===== src/rtl/x_player_pkg.sv =====
// Shared types and constants for the x_player sample playback engine.
package x_player_pkg;

  typedef enum logic [1:0] {IDLE, PRIME, RUN, DRAIN} player_state_e;

  localparam int DIV_MIN = 1;

  function automatic int park_code(input int bin_w);
    return 1 << (bin_w - 1);
  endfunction

endpackage


===== src/rtl/x_player_timer.sv =====
// Sample period down-counter: reloads on each sample update, flags the last cycle of a period.
module x_player_timer #(
  parameter int DIV_W = 16
) (
  input  logic             i_clk,
  input  logic             i_rst,
  input  logic             i_reload,
  input  logic [DIV_W-1:0] i_load_val,
  output logic             o_expire
);

  logic [DIV_W-1:0] r_cnt;

  always_ff @(posedge i_clk) begin
    if (i_rst) begin
      r_cnt <= '0;
    end else if (i_reload) begin
      r_cnt <= i_load_val;
    end else if (r_cnt != '0) begin
      r_cnt <= r_cnt - 1'b1;
    end
  end

  // Reload value div_eff plus the terminal zero cycle gives a period of div_eff+1.
  assign o_expire = (r_cnt == '0);

endmodule


===== src/rtl/x_player.sv =====
// Sample playback engine: fetches a block from x_mem and holds each code for one sample period.
module x_player
  import x_player_pkg::*;
#(
  parameter int ADDR_W = 8,
  parameter int DATA_W = 8,
  parameter int BIN_W  = 6,
  parameter int DIV_W  = 16
) (
  input  logic              i_clk,
  input  logic              i_rst,
  input  logic              i_start,
  input  logic              i_stop,
  input  logic [ADDR_W-1:0] i_base,
  input  logic [ADDR_W-1:0] i_len,
  input  logic [DIV_W-1:0]  i_div,
  input  logic              i_loop,
  output logic              o_rd_en,
  output logic [ADDR_W-1:0] o_rd_addr,
  input  logic [DATA_W-1:0] i_rd_data,
  output logic [BIN_W-1:0]  o_bin,
  output logic              o_bin_valid,
  output logic              o_busy,
  output logic              o_done
);

  localparam logic [BIN_W-1:0] PARK = BIN_W'(park_code(BIN_W));

  function automatic logic [BIN_W-1:0] to_bin(input logic [DATA_W-1:0] d);
    return d[DATA_W-1 -: BIN_W];
  endfunction

  player_state_e     r_state;
  logic [ADDR_W-1:0] r_base;
  logic [ADDR_W-1:0] r_len;
  logic [DIV_W-1:0]  r_div_eff;
  logic              r_loop;
  logic [ADDR_W-1:0] r_idx;
  logic              r_rd_en;
  logic [ADDR_W-1:0] r_rd_addr;
  logic              r_pend;
  logic [DATA_W-1:0] r_buf;
  logic [BIN_W-1:0]  r_bin;
  logic              r_bin_valid;
  logic              r_done;

  logic              w_expire;
  logic              w_load;
  logic [DATA_W-1:0] w_new_data;
  logic [ADDR_W-1:0] w_new_idx;
  logic              w_new_is_end;
  logic              w_last;
  logic [ADDR_W-1:0] w_next_addr;

  // Data arriving in the same cycle as the period end bypasses the prefetch buffer.
  assign w_load       = !i_stop && (((r_state == PRIME) && r_pend) ||
                                    ((r_state == RUN) && w_expire));
  assign w_new_data   = r_pend ? i_rd_data : r_buf;
  assign w_new_idx    = ((r_state == PRIME) || (r_idx == r_len)) ? '0 : r_idx + 1'b1;
  assign w_new_is_end = (w_new_idx == r_len);
  assign w_last       = w_new_is_end && !r_loop;
  // r_rd_addr always holds the address of the sample being loaded now.
  assign w_next_addr  = w_new_is_end ? r_base : r_rd_addr + 1'b1;

  x_player_timer #(.DIV_W(DIV_W)) u_timer (
    .i_clk      (i_clk),
    .i_rst      (i_rst),
    .i_reload   (w_load),
    .i_load_val (r_div_eff),
    .o_expire   (w_expire)
  );

  always_ff @(posedge i_clk) begin
    if (i_rst) begin
      r_state     <= IDLE;
      r_base      <= '0;
      r_len       <= '0;
      r_div_eff   <= '0;
      r_loop      <= 1'b0;
      r_idx       <= '0;
      r_rd_en     <= 1'b0;
      r_rd_addr   <= '0;
      r_pend      <= 1'b0;
      r_bin       <= PARK;
      r_bin_valid <= 1'b0;
      r_done      <= 1'b0;
    end else begin
      r_rd_en     <= 1'b0;
      r_bin_valid <= 1'b0;
      r_done      <= 1'b0;
      r_pend      <= r_rd_en;
      if (r_pend) r_buf <= i_rd_data;

      if ((r_state != IDLE) && i_stop) begin
        r_state <= IDLE;
        r_bin   <= PARK;
        r_pend  <= 1'b0;
      end else begin
        case (r_state)
          IDLE: begin
            if (i_start && !i_stop) begin
              r_base    <= i_base;
              r_len     <= i_len;
              r_loop    <= i_loop;
              r_div_eff <= (i_div < DIV_W'(DIV_MIN)) ? DIV_W'(DIV_MIN) : i_div;
              r_rd_en   <= 1'b1;
              r_rd_addr <= i_base;
              r_state   <= PRIME;
            end
          end
          PRIME, RUN: begin
            if (w_load) begin
              r_bin       <= to_bin(w_new_data);
              r_bin_valid <= 1'b1;
              r_idx       <= w_new_idx;
              if (w_last) begin
                r_state <= DRAIN;
              end else begin
                r_state   <= RUN;
                r_rd_en   <= 1'b1;
                r_rd_addr <= w_next_addr;
              end
            end
          end
          DRAIN: begin
            if (w_expire) begin
              r_bin   <= PARK;
              r_done  <= 1'b1;
              r_state <= IDLE;
            end
          end
          default: r_state <= IDLE;
        endcase
      end
    end
  end

  assign o_rd_en     = r_rd_en;
  assign o_rd_addr   = r_rd_addr;
  assign o_bin       = r_bin;
  assign o_bin_valid = r_bin_valid;
  assign o_busy      = (r_state != IDLE);
  assign o_done      = r_done;

endmodule


===== config.mk =====
export PLATFORM = sky130hd
export DESIGN_NAME = x_player
export DESIGN_NICKNAME = d
export VERILOG_FILES = /design/src/rtl/x_player_pkg.sv /design/src/rtl/x_player_timer.sv /design/src/rtl/x_player.sv
export SDC_FILE = /design/constraint.sdc
export NUM_CORES = 1
export LEC_CHECK = 0
export ABC_AREA = 1
export CAP_MARGIN = 15
export CORE_AREA = 2 2 96 98
export DETAILED_ROUTE_END_ITERATION = 10
export DIE_AREA = 0 0 98 100
export GPL_TIMING_DRIVEN = 0
export PLACE_DENSITY = 0.77
export SYNTH_ARGS = -nofsm -noshare
export SYNTH_HDL_FRONTEND = slang
export SYNTH_SLANG_ARGS = --single-unit

===== constraint.sdc =====
create_clock -name i_clk -period 2.8 [get_ports i_clk]
set_input_delay 0.56 -clock i_clk [delete_from_list [all_inputs] [get_ports i_clk]]
set_output_delay 0.56 -clock i_clk [all_outputs]
set_load 0.01 [all_outputs]

==> flow_summary_export.csv <==
group,metric,value,unit
synth,yosys.area_share.simple,30.70,%
synth,synth_mux_area_share,0,%
cells_and_area,design_area,5220,um2
clocking,clockBufferDepth,2,
synth,ys.flop_type,"dfxtp_1",
clocking,clk_transition_reported_paths,90,ps
setup_path,crit_path_end_kind,"flip-flop",
cells_and_area,antenna_cells,0,
place,detailed_place_hpwl,8.001,mm
place,placed_cells,791,
power_and_ir_drop,vdd_drop_max,311.3,uV
setup_path,critPathKind,"reg2reg",
synth,async_flop_share,0,%
die,row_count,35,
synth,ys_seq_area_share,40.46,%
clocking,cts_resized,0,
sta,period_share,89.82,%
synth,synth_warnings,0,
global_route,gr-total-overflow,0,
setup_path,crit_fanout,7,
die,ios,63,
synth,ys_seq_elements,83,
drt,via_per_inst,5.222,
global_route,antenna_found_initial,0,
power_and_ir_drop,p_total,4.520,mW
clocking,cts_buffers,9,
sta,grt_setup_unrepaired,"true",
clocking,cts_tree,"yes",
synth,synth_nets,673,
setup_path,worstPathArrival,2770,ps
sta,finalClockSkew,12.52,ps
sta,fin_crit,2515,ps
die,die_w,98,um
clocking,ctsHoldBuffers,0,
sta,hold_viol_final,0,
sta,setup_violations,0,
synth,avgSynthCellArea,6.852,um2
synth,synth-xor-area-share,4.116,%
cells_and_area,drive_gt1_share,8.190,%
synth,synth_area,4255,um2
cells_and_area,n_fill_cell,852,
synth,synth-edff-count,6,
synth,synth_compound_area_share,13.61,%
sta,tns,0,ps
outcome,outcome,"finished clean",
cells_and_area,seqCellArea,1722,um2
global_route,grt_max_degree,16,
clocking,clock_sinks,83,
synth,synth_top_family_by_area,"simple AND/OR/NAND/NOR gates",
drt,drc_errors,0,
drt,drt_iter0_markers,242,
setup_path,critPathRequiredTime,3060,ps
global_route,grt_pass1_wl,18.12,mm
die,start_util,47.87,%
drt,vias,4214,
clocking,cts_root_buf,"clkbuf_8",
sta,finalMaxSlewViolations,0,
drt,firstDrtPassIters,5,
drt,wl,10.88,mm
sta,slew_headroom,58.24,%
drt,post_drt_wl_per_cell,13.49,um
place,gp_congestion,0.8882,
sta,holdWs,429.8,ps
clocking,post-cts-setup-buffers,0,
sta,worst_slew_pin_slew,620.6,ps
synth,ys_types,28,
die,dieArea,9800,um2
clocking,clock_latency,360,ps
global_route,grtUsageTotal,22.48,%
die,die_y,100,um
place,numPortBuffers,59,
synth,yosys.area_share.adder,2.058,%
synth,synth_cells,621,
cells_and_area,final_cells,807,
cells_and_area,fin_nets,743,
sta,fmax,0.3976,GHz
setup_path,start_kind,"flip-flop",
die,core,8890,um2
hold_path,hp-class,"reg2reg",
place,place_area,4985,um2
drt,ant_nets,0,
power_and_ir_drop,power_leakage,2.266,nW
cells_and_area,areaGrowthSynthToFinish,22.67,%
cells_and_area,multi_input_area,2177,um2
global_route,grt_pass1_vias,4013,
job,maxCapViolations,0,
clocking,h-tree-depth,3,
power_and_ir_drop,powerDensity,865.9,nW/um2
cell type report:
cell class                      instances  area share [%]
Multi-Input combinational cell        443           41.71
Sequential cell                        83           32.98
Timing Repair Buffer                   59           11.31
Inverter                               71           5.105
Tap cell                              111           2.661
Clock buffer                           10           2.637
Buffer                                 24           2.301
Clock inverter                          6           1.294
power breakdown:
part	internal, mW	switching (mW)	total [mW]
clock network	0.445	0.459	0.904
logic	0.777	1.21	1.99
registers	1.45	0.175	1.63
synthesized netlist by cell type, types with 3 or more instances:
cell	count	area, um2
nand2_1	160	600.6
dfxtp_1	77	1541
inv_1	63	236.5
nor2_1	61	229.0
o21ai_0	57	285.3
a21oi_1	55	275.3
nand3_1	35	175.2
xor2_1	16	140.1
clkbuf_1	14	52.55
nor2_2	14	87.58
nand4_1	13	81.33
ha_1	7	87.58
inv_2	7	26.28
edfxtp_1	6	180.2
nor3_1	6	30.03
nor4_1	6	37.54
xnor2_1	4	35.03
buf_1	3	11.26
buf_4	3	22.52
flip-flops by register name (all words and copies together) (netlist names):
name	count
r_buf	6
o_bin_valid	1
o_bin	6
r_div_eff	16
r_base	8
u_timer.r_cnt	16
o_done	1
r_state	2
r_len	8
r_loop	1
o_rd_addr	8
r_idx	8
o_rd_en	1
r_pend	1
routing by layer:
metal	share of wire [%]	vias up	track usage [%]	routed length, um
met4	2.5	0	8.868	274
met3	5.8	25	2.994	633
met2	48	150	39.04	5181
met1	44	1901	28.46	4793
li1	-	2138	-	-
met5	0	-	0	0
critical path, stage by stage, from the launching register on:
cell and delay (ps):
dfxtp_1 360, inv_1 110, ha_1 210, inv_1 80, nor2_2 160, nand3_1 100, nor3_2 190, nand3_2 160
o22ai_2 140, nand2_2 160, nand2_1 100, nand2_1 130, nor2_4 190, inv_1 150, a21oi_1 140, nor2_1 50
cell usage in the layout, fill, tap and decap left out:
master           instances
nand2_1                160
dfxtp_1                 77
inv_1                   63
nor2_1                  60
clkdlybuf4s50_1         59
o21ai_0                 57
a21oi_1                 55
nand3_1                 34
xor2_1                  16
clkbuf_1                14
nand4_1                 13
nor2_2                  13
clkbuf_8                10
inv_2                    7
ha_1                     7
nor4_1                   6
edfxtp_1                 6
nor3_1                   5
xnor2_1                  4
nand3_2                  3
buf_4                    3
inv_6                    3
nor3_2                   2
buf_1                    2
nand2_2                  2
nor2_4                   2
nand2_4                  2
buf_6                    2
buf_2                    2
clkinv_1                 1
clkbuf_2                 1
o22ai_2                  1
a22oi_2                  1
clkinv_2                 1
inv_4                    1
bufinv_16                1
through the flow:
step | setup slack [ps] | util [%]
floorplan | 731.1 | -
global placement | -201.1 | 56.07
CTS | 97.52 | 58.38
detailed placement | -228.1 | 56.07
global route | -33.73 | 58.72
finish | 285.0 | 58.72
path summary, 6_finish.rpt:
check                                              startpoint                    end  slack (ps)  depth (start not counted)
worst max register to register  u_timer.r_cnt[0]$_SDFFE_PP0P_  o_bin[2]$_SDFFE_PP0P_         280                         15
worst min register to register             o_rd_en$_SDFF_PP0_      r_pend$_SDFF_PP0_         430                          2
worst max-delay path            u_timer.r_cnt[0]$_SDFFE_PP0P_  o_bin[2]$_SDFFE_PP0P_         280                         15
worst min-delay path                       o_rd_en$_SDFF_PP0_      r_pend$_SDFF_PP0_         430                          2
kinds of logic (layout without fill, tap and decap cells):
logic type | count (synthesis) | count (layout)
simple gates | 302 | 302
xor+xnor | 20 | 20
compound gates | 114 | 114
buf+inv | 95 | 170
fa+ha+maj | 7 | 7
flops | 83 | 83
Power figures use the tool's default switching activity.
